## src/rtl/multicycle_maindec.sv

```systemverilog
// ============================================================================
// Module : multicycle_maindec
// Main-decoder FSM sequencing a multicycle MIPS datapath, with a memory
// handshake, optional wait-state timeout and a sticky fault state.
// Rev    : 1.0
// ============================================================================
`default_nettype none

module multicycle_maindec #(
   parameter int OP_W        = 6,
   parameter int OPER_W      = 3,
   parameter int MEM_TIMEOUT = 16,
   parameter int CNT_W       = 5,
   parameter int JAL_EN      = 1
) (
   input  logic              clk,
   input  logic              rst,
   input  logic [OP_W-1:0]   opcode,
   input  logic              alu_zero,
   input  logic              mem_ack,
   output logic              mem_req,
   output logic              mem_we,
   output logic              iord,
   output logic              ir_write,
   output logic              pc_en,
   output logic [1:0]        pc_src,
   output logic              reg_we,
   output logic [1:0]        rf_wa_sel,
   output logic [1:0]        rf_wd_sel,
   output logic              alu_src_a,
   output logic [1:0]        alu_src_b,
   output logic [OPER_W-1:0] operation,
   output logic              instr_done,
   output logic              illegal,
   output logic              mem_fault
);

   localparam logic [3:0] FETCH    = 4'd0;
   localparam logic [3:0] DECODE   = 4'd1;
   localparam logic [3:0] MEMADR   = 4'd2;
   localparam logic [3:0] MEMRD    = 4'd3;
   localparam logic [3:0] MEMWB    = 4'd4;
   localparam logic [3:0] MEMWR    = 4'd5;
   localparam logic [3:0] RTYPE_EX = 4'd6;
   localparam logic [3:0] RTYPE_WB = 4'd7;
   localparam logic [3:0] ADDI_EX  = 4'd8;
   localparam logic [3:0] ADDI_WB  = 4'd9;
   localparam logic [3:0] BEQ_EX   = 4'd10;
   localparam logic [3:0] JUMP     = 4'd11;
   localparam logic [3:0] JAL      = 4'd12;
   localparam logic [3:0] FAULT    = 4'd13;

   localparam logic [OP_W-1:0] OP_RTYPE = OP_W'(6'b000000);
   localparam logic [OP_W-1:0] OP_BEQ   = OP_W'(6'b000100);
   localparam logic [OP_W-1:0] OP_ADDI  = OP_W'(6'b001000);
   localparam logic [OP_W-1:0] OP_LW    = OP_W'(6'b100011);
   localparam logic [OP_W-1:0] OP_SW    = OP_W'(6'b101011);
   localparam logic [OP_W-1:0] OP_J     = OP_W'(6'b000010);
   localparam logic [OP_W-1:0] OP_JAL   = OP_W'(6'b000011);

   localparam logic [OPER_W-1:0] ALU_ADD   = OPER_W'(3'b000);
   localparam logic [OPER_W-1:0] ALU_SUB   = OPER_W'(3'b001);
   localparam logic [OPER_W-1:0] ALU_FUNCT = OPER_W'(3'b010);

   localparam bit               TO_EN   = (MEM_TIMEOUT > 0);
   localparam logic [CNT_W-1:0] TO_LAST = CNT_W'(MEM_TIMEOUT - 1);

   logic [3:0]       state;
   logic [3:0]       state_next;
   logic [CNT_W-1:0] wait_cnt;
   logic             is_mem;
   logic             timeout;

   assign is_mem  = (state == FETCH) || (state == MEMRD) || (state == MEMWR);
   // A same-cycle ack always beats the timeout.
   assign timeout = TO_EN && is_mem && !mem_ack && (wait_cnt == TO_LAST);

   always_ff @(posedge clk or posedge rst) begin
      if (rst) begin
         state     <= FETCH;
         wait_cnt  <= '0;
         illegal   <= 1'b0;
         mem_fault <= 1'b0;
      end else begin
         state <= state_next;
         if (is_mem && !mem_ack && (state_next == state))
            wait_cnt <= wait_cnt + CNT_W'(1);
         else
            wait_cnt <= '0;
         if (state == DECODE && state_next == FAULT)
            illegal <= 1'b1;
         if (timeout)
            mem_fault <= 1'b1;
      end
   end

   always_comb begin
      state_next = state;
      case (state)
         FETCH: begin
            if (mem_ack)      state_next = DECODE;
            else if (timeout) state_next = FAULT;
         end
         DECODE: begin
            case (opcode)
               OP_RTYPE:      state_next = RTYPE_EX;
               OP_BEQ:        state_next = BEQ_EX;
               OP_ADDI:       state_next = ADDI_EX;
               OP_LW, OP_SW:  state_next = MEMADR;
               OP_J:          state_next = JUMP;
               OP_JAL:        state_next = (JAL_EN != 0) ? JAL : FAULT;
               default:       state_next = FAULT;
            endcase
         end
         MEMADR:   state_next = (opcode == OP_LW) ? MEMRD : MEMWR;
         MEMRD: begin
            if (mem_ack)      state_next = MEMWB;
            else if (timeout) state_next = FAULT;
         end
         MEMWR: begin
            if (mem_ack)      state_next = FETCH;
            else if (timeout) state_next = FAULT;
         end
         RTYPE_EX: state_next = RTYPE_WB;
         ADDI_EX:  state_next = ADDI_WB;
         MEMWB, RTYPE_WB, ADDI_WB, BEQ_EX, JUMP, JAL:
                   state_next = FETCH;
         FAULT:    state_next = FAULT;
         default:  state_next = FAULT;
      endcase
   end

   always_comb begin
      mem_req    = 1'b0;
      mem_we     = 1'b0;
      iord       = 1'b0;
      ir_write   = 1'b0;
      pc_en      = 1'b0;
      pc_src     = 2'b00;
      reg_we     = 1'b0;
      rf_wa_sel  = 2'b00;
      rf_wd_sel  = 2'b00;
      alu_src_a  = 1'b0;
      alu_src_b  = 2'b00;
      operation  = ALU_ADD;
      instr_done = 1'b0;
      case (state)
         FETCH: begin
            mem_req   = 1'b1;
            alu_src_b = 2'b01;
            // Reset holds FETCH, so its gated strobes must also see rst.
            ir_write  = mem_ack && !rst;
            pc_en     = mem_ack && !rst;
         end
         DECODE:   alu_src_b = 2'b11;
         MEMADR: begin
            alu_src_a = 1'b1;
            alu_src_b = 2'b10;
         end
         MEMRD: begin
            mem_req = 1'b1;
            iord    = 1'b1;
         end
         MEMWB: begin
            reg_we     = 1'b1;
            rf_wd_sel  = 2'b01;
            instr_done = 1'b1;
         end
         MEMWR: begin
            mem_req    = 1'b1;
            mem_we     = 1'b1;
            iord       = 1'b1;
            instr_done = mem_ack;
         end
         RTYPE_EX: begin
            alu_src_a = 1'b1;
            operation = ALU_FUNCT;
         end
         RTYPE_WB: begin
            reg_we     = 1'b1;
            rf_wa_sel  = 2'b01;
            instr_done = 1'b1;
         end
         ADDI_EX: begin
            alu_src_a = 1'b1;
            alu_src_b = 2'b10;
         end
         ADDI_WB: begin
            reg_we     = 1'b1;
            instr_done = 1'b1;
         end
         BEQ_EX: begin
            alu_src_a  = 1'b1;
            operation  = ALU_SUB;
            pc_src     = 2'b01;
            pc_en      = alu_zero;
            instr_done = 1'b1;
         end
         JUMP: begin
            pc_en      = 1'b1;
            pc_src     = 2'b10;
            instr_done = 1'b1;
         end
         JAL: begin
            pc_en      = 1'b1;
            pc_src     = 2'b10;
            reg_we     = 1'b1;
            rf_wa_sel  = 2'b10;
            rf_wd_sel  = 2'b10;
            instr_done = 1'b1;
         end
         default: ;
      endcase
   end

endmodule

`default_nettype wire

```

## config.mk

```make
export PLATFORM = sky130hd
export DESIGN_NAME = multicycle_maindec
export DESIGN_NICKNAME = d
export VERILOG_FILES = /design/src/rtl/multicycle_maindec.sv
export SDC_FILE = /design/constraint.sdc
export NUM_CORES = 1
export LEC_CHECK = 0
export BUFFER_PORTS_ARGS = -buffer_cell sky130_fd_sc_hd__buf_4
export CAP_MARGIN = 40
export CORE_MARGIN = 4
export CORE_UTILIZATION = 49
export CTS_CLUSTER_DIAMETER = 150
export DETAILED_ROUTE_END_ITERATION = 12
export PLACE_DENSITY = 0.78
export SLEW_MARGIN = 30
export SYNTH_ARGS = -nofsm -noshare
export SYNTH_HDL_FRONTEND = slang
export SYNTH_SLANG_ARGS = --single-unit
```

## constraint.sdc

```tcl
create_clock -name clk -period 1.85 [get_ports clk]
set_input_delay 0.2775 -clock clk [delete_from_list [all_inputs] [get_ports clk]]
set_output_delay 0.2775 -clock clk [all_outputs]
set_load 0.02 [all_outputs]
```

==> impl_metrics.tcl, run 1 <==
set metrics [dict create \
    hold_viol 0 \
    wl_um 3150 \
    synth-warning-count 0 \
    fin_area_um2 1410 \
    clockPowerShare_pct 7.7 \
    fin_skew_ns 0.00338 \
    p_switching_uw 986 \
    cp_max_fo 5 \
    seq_area_frac_synth_pct 29.1 \
    synthCells 124 \
    cp_common_cell "buf_6" \
    post_synth_instance_area_um2 945 \
    syn_to_final_growth_pct 49.5 \
    dpl_cell_area_um2 1230 \
    synthSimpleGateAreaFrac_pct 34.7 \
    drive_above_1_share_pct 41.7 \
    crit_type "reg2out" \
    synthDistinctLibCells 42 \
    syn_nets 136 \
    wl_per_cell_um 16.3 \
    run_status "finished, violations left" \
    die_y_um 51.9 \
    powerDensity_nw_per_um2 1480 \
    drc_errors 0 \
    port_buffers 29 \
    grt_pass1_wl_um 4480 \
    fin_setup_tns_ns -0.0393 \
    fp.dieArea_um2 2690 \
    worstPathRequired_ns 1.57 \
    p_int_mw 1.11 \
    antenna_found_initial 0 \
    drv_slew 0 \
    setup-violations-final 1 \
    ctsHoldBuffers 0 \
    post-dp-hpwl_um 2070 \
    p_leak_nw 0.676 \
    start_kind "register" \
    rsz0062_at_grt "true" \
    avgSynthCellArea_um2 7.62 \
    drv_cap 0 \
    synth_flop_cell "dfrtp_1" \
    initial_core_util_pct 53.0 \
    die_w_um 51.9 \
    violations "setup timing" \
    ys_async_sr_fraction_pct 100 \
    vias 1146 \
    nets 181 \
    synth_compound_area_share_pct 23.8 \
    hp-class "in2async" \
    viasPerCell 5.94 \
    core_um2 1780 \
    grt.total_usage_pct 21.8 \
    muxShareOfSynthArea_pct 0 \
    synthAdderAreaFrac_pct 2.65 \
    period_needed_ns 1.89 \
    first_pass_iters 4 \
    crit_path_end_kind "primary output" \
    holdWs_ns 0.0449 \
    cts_buffers 3 \
    path_cells "buf_6, nand2_4, nor2_1, o21a_1, a211o_1, buf_6" \
    root_buffer "clkbuf_4" \
    sequentialPowerShare_pct 17.5 \
    synth-xor-area-share_pct 3.71 \
    path_clk_slew_ns 0.07 \
    clk_latency_ns 0.27 \
    power_frac_comb_pct 74.8 \
    ant_nets 0 \
    diodes 0 \
    crit_slowest_cell "dfrtp_2" \
    peakVddDrop_uv 1040 \
    grt_pass1_vias 1032 \
    cts_tree "yes" \
    overflow 0 \
    cp.arrival_ns 1.61 \
    min_period_over_period_pct 102 \
    cpPeakStageDelay_ns 0.47 \
    swShare_pct 47.1 \
    clock.fmax_ghz 0.529 \
    gp_congestion 0.887 \
    fp-row-count 15 \
    cts_max_level 1 \
    clock_path_buffers 2 \
    grt_max_degree 14 \
    clock-sinks 11 \
    fin_ws_ns -0.0393 \
    ios 31 \
    synth_top_family_by_area "simple AND/OR/NAND/NOR gates" \
    drt-initial-drc-count 29 \
    synth_edf_count 0 \
    ys_seq_elements 11 \
]
[cell usage in the layout, fill, tap and decap left out, types with 2 or more instances in the layout]
master and instances:
nor2b_2 2, nor2b_1 4, nor3_1 7, o2111ai_1 2
a31oi_1 2, nand2_1 9, inv_1 3, dfrtp_1 9
clkbuf_4 3, o21bai_1 3, a21oi_1 3, dfrtp_2 2
buf_4 43, nand2b_1 2, buf_6 3, xnor2_1 2
a22oi_1 2, a221oi_1 2, and3_1 4, xor2_1 2
nor2_1 15, nand3_1 5, o21ai_0 5, a211o_1 2
[flip-flops by register name, indices dropped and copies added, names as in the netlist]
name and count:
wait_cnt 5, illegal 1, mem_fault 1, state 4
[final timing paths]
kind,cells past startpoint,startpoint,end,slack (ns)
worst min-delay path,3,rst,state[2]$_DFF_PP0_,0.04
worst min register to register,1,mem_fault$_DFFE_PP0P_,mem_fault$_DFFE_PP0P_,0.47
worst max-delay path,6,state[0]$_DFF_PP0_,pc_en,-0.04
worst max register to register,7,wait_cnt[0]$_DFF_PP0_,state[3]$_DFF_PP0_,0.11
min in group clk,2,opcode[4],state[1]$_DFF_PP0_,0.27
max in group asynchronous,3,rst,state[1]$_DFF_PP0_,1.65
[cell type report]
cell class / instances / area [µm²]
multi-input cells: 101 / 671
fillers: 121 / 370
inverters: 4 / 15.0
well taps: 25 / 31.3
flip-flops and latches: 11 / 278
repair buffers: 48 / 392
clock buffers: 4 / 26.3
[Yosys cell counts, types with 3 or more instances]
library cell | n | share of area (%)
and3_1 | 4 | 2.6
inv_1 | 4 | 1.6
o21bai_1 | 3 | 2.4
nand2_1 | 11 | 4.4
nand3_1 | 5 | 2.6
nor3_1 | 8 | 4.2
a21oi_1 | 3 | 1.6
nor2_1 | 15 | 6.0
o21ai_0 | 5 | 2.6
buf_2 | 3 | 1.6
dfrtp_1 | 11 | 29
nand2b_1 | 3 | 2.0
nor2b_1 | 7 | 4.6
[power by group through the flow]
stage	Clock, mW	Combinational, mW	Sequential, mW
after floorplan	0	0.779	0.327
after global placement	0	1.21	0.345
after detailed placement	0	1.23	0.349
after CTS	0.165	1.29	0.350
after global routing	0.179	1.66	0.377
final	0.162	1.57	0.366
[layer usage]
metal  up-vias  track usage (%)  part of all wire (%)
met5         -                0                     0
met4         0             6.99                   1.7
met3         8             1.72                   6.5
met2        51             40.2                    53
met1       548             26.4                    39
li1        539                -                     -
[stage by stage]
stage | total power [mW] | cells | utilization [%] | worst slack (ns)
6_report | 2.09 | 193 | 79.2 | -0.0393
3_3_place_gp | 1.55 | 180 | 69.1 | 0.157
4_1_cts | 1.80 | 185 | 72.4 | -0.00667
5_1_grt | 2.22 | 193 | 79.2 | -0.106
2_1_floorplan | 1.11 | 124 | - | 0.0142
3_5_place_dp | 1.58 | 180 | 69.1 | 0.0321
[critical path, delay by kind of cell, from the launching register on]
family          cells  cell delay, ns
compound gates      2            0.45
buf+inv             2            0.28
flops               1            0.47
simple gates        2            0.14
[kinds of logic (layout without fill, tap and decap cells)]
group,after synthesis,in the layout
buf+inv,12,56
xor+xnor,4,4
other cells,1,1
simple gates,63,63
flops,11,11
fa+ha+maj,2,2
compound gates,31,31
[what timing repair did]
item                                    4_1_cts  5_1_grt
pin swaps                                     0        3
gates resized for setup                       7       15
buffers inserted                              1        8
endpoints found under the setup margin        3       13
gates cloned                                  0        0
Power figures use the tool's default switching activity.
==> inputs of run 2 (changes only) <==
--- a/config.mk
+++ b/config.mk
@@ -11,7 +11,9 @@
 export CORE_UTILIZATION = 49
 export CTS_CLUSTER_DIAMETER = 150
 export DETAILED_ROUTE_END_ITERATION = 12
+export MAX_ROUTING_LAYER = met4
 export PLACE_DENSITY = 0.78
+export REMOVE_ABC_BUFFERS = 1
 export SLEW_MARGIN = 30
 export SYNTH_ARGS = -nofsm -noshare
 export SYNTH_HDL_FRONTEND = slang
==> constraint.sdc (replaced) <==
create_clock -name clk -period 1.85 [get_ports clk]
set_input_delay 0.0925 -clock clk [delete_from_list [all_inputs] [get_ports clk]]
set_output_delay 0.0925 -clock clk [all_outputs]
set_load 0.02 [all_outputs]
==> run 2 against run 1 <==
  * Worst setup slack improved by 0.10 ns
  * First-iteration DRC count fell by 24%
  * Wire length fell by 13%
  * Utilization fell by 6.9 points
  * Critical endpoint is now state[2]$_DFF_PP0_
  * The flow now finishes without violations
  * Combinational power fell by 25%
  * Total power fell by 16%
  * Via count fell by 6.7%
==> impl_metrics.tcl, run 2 (synthesis results as in run 1) <==
set metrics [dict create \
    run_status "finished clean" \
    wl_um 2740 \
    setup-violations-final 0 \
    core_um2 1780 \
    port_buffers 29 \
    grt_pass1_wl_um 4540 \
    dpl_cell_area_um2 1220 \
    holdWs_ns 0.0769 \
    diodes 0 \
    grt.total_usage_pct 23.0 \
    fp-row-count 15 \
    gp_congestion 0.888 \
    most-common-layout-cells "buf_4 (38), nor2_1 (15), nand2_1 (11)" \
    ios 31 \
    path_clk_slew_ns 0.07 \
    fin_skew_ns 0.00177 \
    top_regs "wait_cnt: 5 flops, state: 4 flops" \
    worstPathRequired_ns 2.04 \
    regMostFlops "wait_cnt" \
    grt_pass1_vias 1001 \
    syn_to_final_growth_pct 36.6 \
    first_pass_iters 4 \
    hold_viol 0 \
    drv_cap 0 \
    place_ws_ns 0.0356 \
    drv_slew 0 \
    fp.dieArea_um2 2690 \
    grt_max_degree 19 \
    fin_ws_ns 0.0623 \
    antenna_found_initial 0 \
    min_period_over_period_pct 96.6 \
    fin_area_um2 1290 \
    cts_buffers 3 \
    start_kind "register" \
    vias 1069 \
    die_w_um 51.9 \
    p_leak_nw 0.604 \
    wl_per_cell_um 14.9 \
    cts_tree "yes" \
    die_y_um 51.9 \
    layoutNonFillerInstCount 184 \
    place_inst 179 \
    peakVddDrop_uv 915 \
    final_common_cell "buf_4" \
    ant_nets 0 \
    cts_max_level 1 \
    crit_path_end_kind "register" \
    clock_path_buffers 2 \
    clock-sinks 11 \
    clock.fmax_ghz 0.559 \
    overflow 0 \
    cp.arrival_ns 1.98 \
    viasPerCell 5.81 \
    root_buffer "clkbuf_4" \
    post-dp-hpwl_um 2050 \
    drive_above_1_share_pct 33.3 \
    drt-initial-drc-count 22 \
    crit_type "reg2reg" \
    cp_max_fo 5 \
    hp-class "in2reg" \
    powerDensity_nw_per_um2 1360 \
    nets 172 \
    largest_reg_flops 5 \
    clk_latency_ns 0.28 \
    period_needed_ns 1.79 \
    drc_errors 0 \
    initial_core_util_pct 53.0 \
]
[run 2: cell type report]
cell class                      count  area [µm²]
Fill cell                         148         493
Tap cell                           25        31.3
Inverter                            4        15.0
Clock buffer                        4        26.3
Multi-Input combinational cell    101         643
Timing Repair Buffer               39         295
Sequential cell                    11         279
[run 2: worst paths after layout]
check | slack [ns] | endpoint | cells after the start | startpoint
max in group asynchronous | 1.27 | state[2]$_DFF_PP0_ | 4 | rst
worst min-delay path | 0.08 | state[1]$_DFF_PP0_ | 2 | opcode[4]
min in group asynchronous | 0.43 | wait_cnt[3]$_DFF_PP0_ | 4 | rst
worst max register to register | 0.06 | state[2]$_DFF_PP0_ | 7 | wait_cnt[0]$_DFF_PP0_
worst max-delay path | 0.06 | state[2]$_DFF_PP0_ | 7 | wait_cnt[0]$_DFF_PP0_
worst min register to register | 0.46 | mem_fault$_DFFE_PP0P_ | 1 | mem_fault$_DFFE_PP0P_
[run 2: layer usage]
| metal | part of all wire, % | GRT usage [%] |
|---|---|---|
| met1 | 42 | 27.5 |
| met3 | 4.7 | 4.58 |
| met4 | 2.1 | 7.42 |
| met2 | 51 | 38.7 |
| met5 | 0 | - |
[run 2: critical path: stages, from the launching register on]
cell and delay [ns]:
dfrtp_1 0.38, ha_1 0.19, and3_1 0.19, ha_2 0.25, nor4b_2 0.21, a21oi_1 0.07, or3_1 0.31, o2111ai_1 0.11
[run 2: per-stage QoR]
step / TNS (ns) / utilization (%) / power, mW
2_1_floorplan: 0 / - / 1.07
4_1_cts: 0 / 70.8 / 1.73
3_3_place_gp: 0 / 68.6 / 1.53
3_5_place_dp: 0 / 68.6 / 1.55
5_1_grt: -0.0616 / 72.4 / 1.92
6_report: 0 / 72.4 / 1.76
[run 2: timing repair]
item	CTS	global route
gates cloned	0	0
hold buffers	1	0
setup buffers	0	0
gates resized for setup	2	7
setup endpoints to repair	2	5
hold endpoints to repair	11	0
[run 2: report_power, final]
group	internal, mW	switching [mW]
Clock	0.0838	0.0908
Combinational	0.523	0.649
Sequential	0.290	0.120
